$ cat src/rtl/alu_transfer_sequencer_if.sv
// Control bundle between the instruction source and the ALU transfer sequencer.
// The master side issues instructions and memory status; the slave side drives the datapath strobes.
interface alu_transfer_sequencer_if;
    logic        start;
    logic [4:0]  op;
    logic [3:0]  ra;
    logic [3:0]  rb;
    logic [3:0]  rc;
    logic        mem_ready;

    logic [31:0] src_out;
    logic [15:0] reg_in;
    logic        mar_in;
    logic        pc_in;
    logic        ir_in;
    logic        mdr_in;
    logic        y_in;
    logic        z_in;
    logic        hi_in;
    logic        lo_in;
    logic        read;
    logic        inc_pc;
    logic [4:0]  alu_op;
    logic        busy;
    logic        done;

    modport master (
        output start, op, ra, rb, rc, mem_ready,
        input  src_out, reg_in, mar_in, pc_in, ir_in, mdr_in, y_in, z_in,
               hi_in, lo_in, read, inc_pc, alu_op, busy, done
    );

    modport slave (
        input  start, op, ra, rb, rc, mem_ready,
        output src_out, reg_in, mar_in, pc_in, ir_in, mdr_in, y_in, z_in,
               hi_in, lo_in, read, inc_pc, alu_op, busy, done
    );
endinterface

$ cat src/rtl/alu_transfer_sequencer.sv
// Control-step sequencer for register-to-register ALU instructions: fetch (T0-T2), execute (T3-T6).
// All strobes are Moore outputs decoded from the registered step and the captured instruction fields.
module alu_transfer_sequencer #(
    parameter logic [4:0] OP_MUL = 5'b01110,
    parameter logic [4:0] OP_DIV = 5'b01111,
    parameter logic [4:0] OP_NEG = 5'b10000,
    parameter logic [4:0] OP_NOT = 5'b10001
) (
    input  logic                      clock,
    input  logic                      clear,
    alu_transfer_sequencer_if.slave   bus
);

    typedef enum logic [3:0] {
        S_IDLE, S_T0, S_T1, S_T1W, S_T2, S_T3, S_T4, S_T5, S_T6, S_DONE
    } state_t;

    localparam int SRC_ZHI = 18;
    localparam int SRC_ZLO = 19;
    localparam int SRC_PC  = 20;
    localparam int SRC_MDR = 21;

    state_t      state;
    state_t      state_next;
    logic [4:0]  op_q;
    logic [3:0]  ra_q;
    logic [3:0]  rb_q;
    logic [3:0]  rc_q;
    logic        is_unary;
    logic        is_muldiv;

    logic [31:0] src;
    logic [15:0] reg_en;
    logic        mar_en, pc_en, ir_en, mdr_en, y_en, z_en, hi_en, lo_en;
    logic        read_en, inc_en, busy_en, done_en;
    logic [4:0]  alu_sel;

    assign is_unary  = (op_q == OP_NEG) || (op_q == OP_NOT);
    assign is_muldiv = (op_q == OP_MUL) || (op_q == OP_DIV);

    always_ff @(posedge clock) begin
        // NOTE: sequential state uses non-blocking assignments so every register samples pre-edge values.
        if (clear) begin
            state <= S_IDLE;
            op_q  <= '0;
            ra_q  <= '0;
            rb_q  <= '0;
            rc_q  <= '0;
        end else begin
            state <= state_next;
            if (state == S_IDLE && bus.start) begin
                op_q <= bus.op;
                ra_q <= bus.ra;
                rb_q <= bus.rb;
                rc_q <= bus.rc;
            end
        end
    end

    always_comb begin
        // NOTE: default assignment first so no path leaves state_next unassigned (no latch).
        state_next = state;
        case (state)
            S_IDLE:  if (bus.start) state_next = S_T0;
            S_T0:    state_next = S_T1;
            S_T1:    state_next = S_T1W;
            S_T1W:   if (bus.mem_ready) state_next = S_T2;
            S_T2:    state_next = is_unary ? S_T4 : S_T3;
            S_T3:    state_next = S_T4;
            S_T4:    state_next = S_T5;
            S_T5:    state_next = is_muldiv ? S_T6 : S_DONE;
            S_T6:    state_next = S_DONE;
            S_DONE:  state_next = S_IDLE;
            default: state_next = S_IDLE;
        endcase
    end

    always_comb begin
        src     = '0;
        reg_en  = '0;
        mar_en  = 1'b0;
        pc_en   = 1'b0;
        ir_en   = 1'b0;
        mdr_en  = 1'b0;
        y_en    = 1'b0;
        z_en    = 1'b0;
        hi_en   = 1'b0;
        lo_en   = 1'b0;
        read_en = 1'b0;
        inc_en  = 1'b0;
        alu_sel = '0;
        busy_en = (state != S_IDLE);
        done_en = 1'b0;
        case (state)
            S_T0: begin
                src[SRC_PC] = 1'b1;
                mar_en      = 1'b1;
                inc_en      = 1'b1;
                z_en        = 1'b1;
            end
            S_T1: begin
                src[SRC_ZLO] = 1'b1;
                pc_en        = 1'b1;
            end
            S_T1W: begin
                read_en = 1'b1;
                mdr_en  = 1'b1;
            end
            S_T2: begin
                src[SRC_MDR] = 1'b1;
                ir_en        = 1'b1;
            end
            S_T3: begin
                src[{1'b0, rb_q}] = 1'b1;
                y_en              = 1'b1;
            end
            S_T4: begin
                // Unary ops have no Y operand, so Rb rides the bus straight into the ALU.
                src[{1'b0, (is_unary ? rb_q : rc_q)}] = 1'b1;
                z_en    = 1'b1;
                alu_sel = op_q;
            end
            S_T5: begin
                src[SRC_ZLO] = 1'b1;
                if (is_muldiv) lo_en = 1'b1;
                else           reg_en[ra_q] = 1'b1;
            end
            S_T6: begin
                src[SRC_ZHI] = 1'b1;
                hi_en        = 1'b1;
            end
            S_DONE:  done_en = 1'b1;
            default: ;
        endcase
    end

    assign bus.src_out = src;
    assign bus.reg_in  = reg_en;
    assign bus.mar_in  = mar_en;
    assign bus.pc_in   = pc_en;
    assign bus.ir_in   = ir_en;
    assign bus.mdr_in  = mdr_en;
    assign bus.y_in    = y_en;
    assign bus.z_in    = z_en;
    assign bus.hi_in   = hi_en;
    assign bus.lo_in   = lo_en;
    assign bus.read    = read_en;
    assign bus.inc_pc  = inc_en;
    assign bus.alu_op  = alu_sel;
    assign bus.busy    = busy_en;
    assign bus.done    = done_en;

endmodule

$ cat src/flat_wrapper.sv
// flat-port wrapper written by rule: the top's interface ports become plain ports
module alu_transfer_sequencer_flat 
#(
    parameter logic [4:0] OP_MUL = 5'b01110,
    parameter logic [4:0] OP_DIV = 5'b01111,
    parameter logic [4:0] OP_NEG = 5'b10000,
    parameter logic [4:0] OP_NOT = 5'b10001
)
  (clock, clear, bus_start, bus_op, bus_ra, bus_rb, bus_rc, bus_mem_ready, bus_src_out, bus_reg_in, bus_mar_in, bus_pc_in, bus_ir_in, bus_mdr_in, bus_y_in, bus_z_in, bus_hi_in, bus_lo_in, bus_read, bus_inc_pc, bus_alu_op, bus_busy, bus_done);
  alu_transfer_sequencer_if bus_i ();
  input  logic clock;
  input  logic clear;
  input wire logic [$bits(bus_i.start)-1:0] bus_start;
  input wire logic [$bits(bus_i.op)-1:0] bus_op;
  input wire logic [$bits(bus_i.ra)-1:0] bus_ra;
  input wire logic [$bits(bus_i.rb)-1:0] bus_rb;
  input wire logic [$bits(bus_i.rc)-1:0] bus_rc;
  input wire logic [$bits(bus_i.mem_ready)-1:0] bus_mem_ready;
  output wire logic [$bits(bus_i.src_out)-1:0] bus_src_out;
  output wire logic [$bits(bus_i.reg_in)-1:0] bus_reg_in;
  output wire logic [$bits(bus_i.mar_in)-1:0] bus_mar_in;
  output wire logic [$bits(bus_i.pc_in)-1:0] bus_pc_in;
  output wire logic [$bits(bus_i.ir_in)-1:0] bus_ir_in;
  output wire logic [$bits(bus_i.mdr_in)-1:0] bus_mdr_in;
  output wire logic [$bits(bus_i.y_in)-1:0] bus_y_in;
  output wire logic [$bits(bus_i.z_in)-1:0] bus_z_in;
  output wire logic [$bits(bus_i.hi_in)-1:0] bus_hi_in;
  output wire logic [$bits(bus_i.lo_in)-1:0] bus_lo_in;
  output wire logic [$bits(bus_i.read)-1:0] bus_read;
  output wire logic [$bits(bus_i.inc_pc)-1:0] bus_inc_pc;
  output wire logic [$bits(bus_i.alu_op)-1:0] bus_alu_op;
  output wire logic [$bits(bus_i.busy)-1:0] bus_busy;
  output wire logic [$bits(bus_i.done)-1:0] bus_done;
  assign bus_i.start = bus_start;
  assign bus_i.op = bus_op;
  assign bus_i.ra = bus_ra;
  assign bus_i.rb = bus_rb;
  assign bus_i.rc = bus_rc;
  assign bus_i.mem_ready = bus_mem_ready;
  assign bus_src_out = bus_i.src_out;
  assign bus_reg_in = bus_i.reg_in;
  assign bus_mar_in = bus_i.mar_in;
  assign bus_pc_in = bus_i.pc_in;
  assign bus_ir_in = bus_i.ir_in;
  assign bus_mdr_in = bus_i.mdr_in;
  assign bus_y_in = bus_i.y_in;
  assign bus_z_in = bus_i.z_in;
  assign bus_hi_in = bus_i.hi_in;
  assign bus_lo_in = bus_i.lo_in;
  assign bus_read = bus_i.read;
  assign bus_inc_pc = bus_i.inc_pc;
  assign bus_alu_op = bus_i.alu_op;
  assign bus_busy = bus_i.busy;
  assign bus_done = bus_i.done;
  alu_transfer_sequencer #(.OP_MUL(OP_MUL), .OP_DIV(OP_DIV), .OP_NEG(OP_NEG), .OP_NOT(OP_NOT)) u_core (.clock(clock), .clear(clear), .bus(bus_i));
endmodule
$ cat config.mk
export PLATFORM = sky130hd
export DESIGN_NAME = alu_transfer_sequencer_flat
export DESIGN_NICKNAME = d
export VERILOG_FILES = /design/src/rtl/alu_transfer_sequencer_if.sv /design/src/rtl/alu_transfer_sequencer.sv /design/src/flat_wrapper.sv
export SDC_FILE = /design/constraint.sdc
export NUM_CORES = 1
export LEC_CHECK = 0
export CAP_MARGIN = 20
export CORE_MARGIN = 2
export CORE_UTILIZATION = 39
export CTS_BUF_LIST = sky130_fd_sc_hd__clkbuf_16
export DETAILED_ROUTE_END_ITERATION = 6
export GPL_TIMING_DRIVEN = 0
export HOLD_SLACK_MARGIN = 0.06
export PLACE_DENSITY = 0.92
export SYNTH_ARGS = -nofsm -noshare
export SYNTH_HDL_FRONTEND = slang
export SYNTH_SLANG_ARGS = --single-unit
$ cat constraint.sdc
create_clock -name clock -period 2.1 [get_ports clock]
set_input_delay 0.315 -clock clock [delete_from_list [all_inputs] [get_ports clock]]
set_output_delay 0.315 -clock clock [all_outputs]
set_load 0.05 [all_outputs]
# --- Word-level counts from Yosys, hierarchy flattened ---
# Index checks and enable logic that the tools add are counted.
classes:
  addsub: 0
  n_mul: 0
  div_mod_pow: 0
  order_cmp: 6
  eq_ne: 15
  n_shift: 0
  muxes: 27
  bitwise: 0
  reduce_logical: 11
op_table:
  columns: ["op", "count"]
  rows:
  - ["case mux 4 bit (9 select lines)", 1]
  - ["2-to-1 mux 16 bit", 2]
  - ["case mux 16 bit (2 select lines)", 1]
  - ["equality test 4 x 3 -> 1 bit, second input constant", 4]
  - ["2-to-1 mux 1 bit", 15]
  - ["demux 1 bit (select 4 bit)", 3]
  - [">= comparator 4 x 1 -> 1 bit, second input constant", 3]
  - ["< comparator 4 x 6 -> 1 bit, second input constant", 2]
  - ["2-to-1 mux 4 bit", 3]
  - ["equality test 5 x 4 -> 1 bit, second input constant", 2]
  - ["equality test 5 bit, second input constant", 2]
  - ["equality test 4 x 2 -> 1 bit, second input constant", 2]
  - ["equality test 4 bit, second input constant", 2]
  - ["< comparator 4 x 5 -> 1 bit, second input constant", 1]
  - ["2-to-1 mux 5 bit", 1]
  - ["equality test 4 x 1 -> 1 bit, second input constant", 1]
  - ["logical AND 1 bit", 4]
  - ["logical NOT 4 bit", 1]
  - ["inequality test 2 bit, second input constant", 2]
  - ["nonzero test 4 bit", 1]
  - ["OR reduction 2 bit", 2]
  - ["logical OR 1 bit", 2]
  - ["2-to-1 mux 2 bit", 1]
  - ["AND reduction 2 bit", 1]
totals:
  reg_bits: 21
  latchBits: 0
  mem_bits_rw: 0
  romBits: 0
  input_bits: 21
  output_inout_bits: 65
  mem_count: 0

# --- Logic depth before layout (Yosys ltp) ---
logic_depth:
  depth_word: 8
  mapped_depth: 6
  depth_no_buf: 4

# --- Worst setup path after synthesis ---
# Ideal clock, no wire load.
synth_path:
  path_type: "register to output"
  startpoint: "reg u_core.state[1]"
  endpoint: "out bus_src_out[10]"
  arrival_time_ns: 2.922
  required_time_ns: 1.785
  setup_slack_ns: -1.137
  path_stages_with_launch: 6
  n_path_buf: 1
  path_cell_list: "dfxtp_1 -> buf_2 -> nand2b_1 -> nor2_1 -> nand3b_1 -> o32ai_1"
synth_between:
  elab_chain_cells: 2
  word_cells_on_any_way: 3
synth_lines:
  columns: ["element", "line", "rtl"]
  rows:
  - ["start: declaration", "alu_transfer_sequencer.sv:23", "state_t state;"]
  - ["start signal: assignment", "alu_transfer_sequencer.sv:50", "state <= state_next;"]
  - ["equality test 4 x 3 -> 1 bit", null, null]
  - ["case mux 16 bit (2 select lines) *", "alu_transfer_sequencer.sv:94", "case (state)"]
  - ["end: declaration", "flat_wrapper.sv:19", "output wire logic [$bits(bus_i.src_out)-1:0] bus_src_out;"]
# Every way passes the cells marked *; elsewhere a longest branch is shown, timed or not.

# --- Worst setup path after layout ---
layout_path:
  startpoint: "reg u_core.op_q[2]"
  endpoint: "out bus_src_out[12]"
layout_between:
  elab_chain_cells: 8
  word_cells_on_any_way: 10
layout_lines:
  columns: ["element", "line", "rtl"]
  rows:
  - ["start: declaration", "alu_transfer_sequencer.sv:25", "logic [4:0] op_q;"]
  - ["start signal: assignment", "alu_transfer_sequencer.sv:52", "op_q <= bus.op;"]
  - ["equality test 5 bit", "alu_transfer_sequencer.sv:38", "assign is_unary = (op_q == OP_NEG) || (op_q == OP_NOT);"]
  - ["logical OR 1 bit *", "alu_transfer_sequencer.sv:38", null]
  - ["2-to-1 mux 4 bit *", "alu_transfer_sequencer.sv:119", "src[{1'b0, (is_unary ? rb_q : rc_q)}] = 1'b1;"]
  - ["< comparator 4 x 6 -> 1 bit (not written as such) / >= comparator 4 x 1 -> 1 bit (equally long branches)", "alu_transfer_sequencer.sv:119", null]
  - ["logical AND 1 bit (not written as such)", "alu_transfer_sequencer.sv:119", null]
  - ["2-to-1 mux 1 bit", "alu_transfer_sequencer.sv:119", null]
  - ["demux 1 bit (select 4 bit) *", null, null]
  - ["case mux 16 bit (2 select lines) *", "alu_transfer_sequencer.sv:94", null]
# Marks and branches as above.

==> results.py <==
metrics = {
    "drt": {
        "avgViaCountPerCell": 5.210,
        "num_vias": 1985,
        "wl_per_cell_um": 15.24,
        "drt_iter0_markers": 80,
        "ant_nets": 0,
        "first_pass_iters": 4,
        "drcViolationCount": 0,
        "drt_wl_total_um": 5805,
    },
    "timing": {
        "worstMarginPinSlew_ns": 0.5110,
        "hold_viol": 0,
        "fin_skew_ns": 0.001398,
        "period_minus_slack_ns": 2.316,
        "rsz0062_at_grt": "yes",
        "drv_slew": 0,
        "setup_viol": 30,
        "slew_headroom_pct": 66.07,
        "setup_ws_ns": -0.2157,
        "max_freq_mhz": 431.8,
        "min_period_over_period_pct": 110.3,
    },
    "synthesis": {
        "synth_area_mm2": 0.001540,
        "yosysWarnings": 0,
        "synth_edf_count": 0,
        "ys_seq_area_share_pct": 27.29,
        "async_flop_share_pct": 0,
        "synth.distinct_cells": 38,
        "netlist_instances": 227,
        "synth_flop_cell": "dfxtp_1",
        "ys_ff_latch": 21,
        "synth_area_per_cell_um2": 6.785,
    },
    "final_layout": {
        "finalNetCount": 355,
        "diodes": 0,
        "drive_gt1_share_pct": 45.65,
        "final_common_cell": "nand2_1",
        "area_growth_pct": 94.39,
        "most-common-layout-cells": "44 x nand2_1, 36 x buf_6, 33 x buf_4, 20 x clkdlybuf4s50_1, 18 x a21oi_1",
        "utilization_pct": 80.57,
        "fillers": 248,
    },
    "critical_path": {
        "crit_chain": "or4b_4, buf_6, and3_4, o21ai_4, o22ai_2, buf_6",
        "critPathTopFamily": "simple AND/OR/NAND/NOR gates",
        "cp_slowest_cell": "or4b_4",
        "worstPathRequired_ns": 1.78,
        "end_kind": "primary output",
        "cp-start-kind": "register",
        "crit_type": "reg2out",
        "cp_max_fo": 5,
        "critPathMaxStageDelay_ns": 0.56,
        "path_common_cell": "buf_6",
        "critPathBufInv": 2,
        "worstPathArrival_ns": 2.00,
    },
    "die": {
        "die_w_um": 66.85,
        "initial_utilization_pct": 41.45,
        "rows": 22,
        "io_pins": 86,
        "die_height_um": 66.85,
        "core_area_mm2": 0.003716,
        "dieArea_mm2": 0.004468,
    },
    "clock_tree": {
        "cts_root_buffer": "clkbuf_16",
        "cts_tree": "yes",
        "cts.sinks": 21,
        "clockBufferDepth": 2,
        "h-tree-depth": 1,
        "cts_hold_buf": 0,
        "cts_buffers": 3,
        "clkTransAtPathRegs_ns": 0.06,
        "clock_latency_ns": 0.26,
    },
    "power_and_ir_drop": {
        "p_leak_nw": 1.192,
        "max-vdd-ir-drop_v": 0.0003252,
        "powerDensity_mw_per_mm2": 530.0,
    },
    "placed_design": {
        "dpl.hpwl_um": 3650,
        "dp_slack_ns": -0.9250,
        "gp_congestion": 0.8850,
        "io_buffers": 73,
    },
    "worst_hold_path": {
        "min_path_type": "reg2reg",
    },
    "global_routing": {
        "grt_pass1_vias": 1832,
        "grt-ovfl-total": 0,
        "track_usage_pct": 24.76,
        "grt_pass1_wl_um": 8549,
        "grt_start_max_net_pins": 13,
        "antenna_found_initial": 0,
    },
    "status": {
        "violations": "negative setup slack",
        "status": "finished, violations left",
    },
    "flow_run": {
        "cap_violations": 0,
    },
}
-- routing by layer --
layer | track usage, % | part of all wire (%) | vias to the layer above
met1 | 29.27 | 39 | 920
met3 | 3.041 | 5.8 | 10
met5 | 0 | 0 | -
met4 | 8.163 | 1.6 | 0
li1 | - | - | 976
met2 | 45.75 | 53 | 79
-- worst min-delay path: stages, from the launching register on --
cell and delay, ns:
dfxtp_1 0.30, nand2_1 0.05, a21oi_1 0.05
-- cell families (layout without fill, tap and decap cells) --
| group | count (synthesis) | after routing | synth area share, % |
|---|---|---|---|
| DFF | 21 | 21 | 27.29 |
| other | 1 | 12 | 0.2435 |
| buffers and inverters | 32 | 127 | 12.84 |
| AOI/OAI and AO/OA | 49 | 49 | 18.85 |
| and+or+nand+nor | 123 | 123 | 40.21 |
| xor gates and xnor gates | 1 | 1 | 0.5687 |
-- final timing paths --
| kind | start | to | slack (ns) | cells past startpoint |
|---|---|---|---|---|
| setup / recovery | u_core.op_q[2] | bus_src_out[12] | -0.22 | 6 |
| hold / removal | u_core.op_q[0] | u_core.op_q[0] | 0.45 | 2 |
| setup reg to reg | u_core.state[2] | u_core.op_q[2] | 0.30 | 6 |
| hold reg to reg | u_core.op_q[0] | u_core.op_q[0] | 0.45 | 2 |
-- sequential cells by signal (all words and copies together) (netlist names) --
name          cells
u_core.op_q       5
u_core.ra_q       4
u_core.rb_q       4
u_core.rc_q       4
u_core.state      4
-- power breakdown --
part           internal, W  switching (W)  leakage, nW
clock network     0.000257       0.000164       0.0409
registers         0.000438      0.0000530        0.175
logic             0.000234       0.000441        0.977
total             0.000929       0.000658         1.19
-- Yosys cell counts, drive strengths merged (2+ instances only) --
cell type	count	area, um2
nand2	44	165.2
nor2	28	105.1
buf	23	163.9
dfxtp	21	420.4
a21oi	20	100.1
o22ai	13	81.33
nor3	12	71.32
o21ai	8	43.79
clkbuf	7	26.28
nand2b	7	43.79
nor3b	6	50.05
and2	5	31.28
and3	3	18.77
nand3	3	15.01
nand3b	3	22.52
o32ai	3	26.28
inv	2	7.510
nor2b	2	12.51
nor4	2	12.51
o21a	2	15.01
or2	2	12.51
or4	2	15.01
-- metrics by stage --
step	hold WS [ns]	setup TNS [ns]	cells	instance area [um2]	power, W
6_report	0.4496	-3.002	381	2994	0.001587
5_1_grt	0.4820	-4.307	381	2994	0.001650
4_1_cts	0.4501	-2.298	376	2859	0.001542
3_5_place_dp	0.4432	-21.35	359	2592	0.001108
3_3_place_gp	0.4391	-19.60	359	2592	0.001100
2_1_floorplan	0.3937	-1.005	238	1802	0.0009435
-- layout make-up --
type | instances | area [um2] | share of cell area (%)
well taps | 48 | 60.06 | 2.006
plain buffers | 29 | 203.9 | 6.812
inverters | 2 | 7.507 | 0.2507
repair buffers | 92 | 855.8 | 28.58
multi-input cells | 185 | 1353 | 45.17
clock buffers | 3 | 75.07 | 2.507
clock inverters | 1 | 5.005 | 0.1672
flip-flops and latches | 21 | 434.2 | 14.50
-- what timing repair did --
item                       CTS  global route
setup buffers               12             6
resized for setup          290            52
setup endpoints to repair   53            41
pin swaps                   12             9
gates cloned                 1             0
Power figures use the tool's default switching activity.
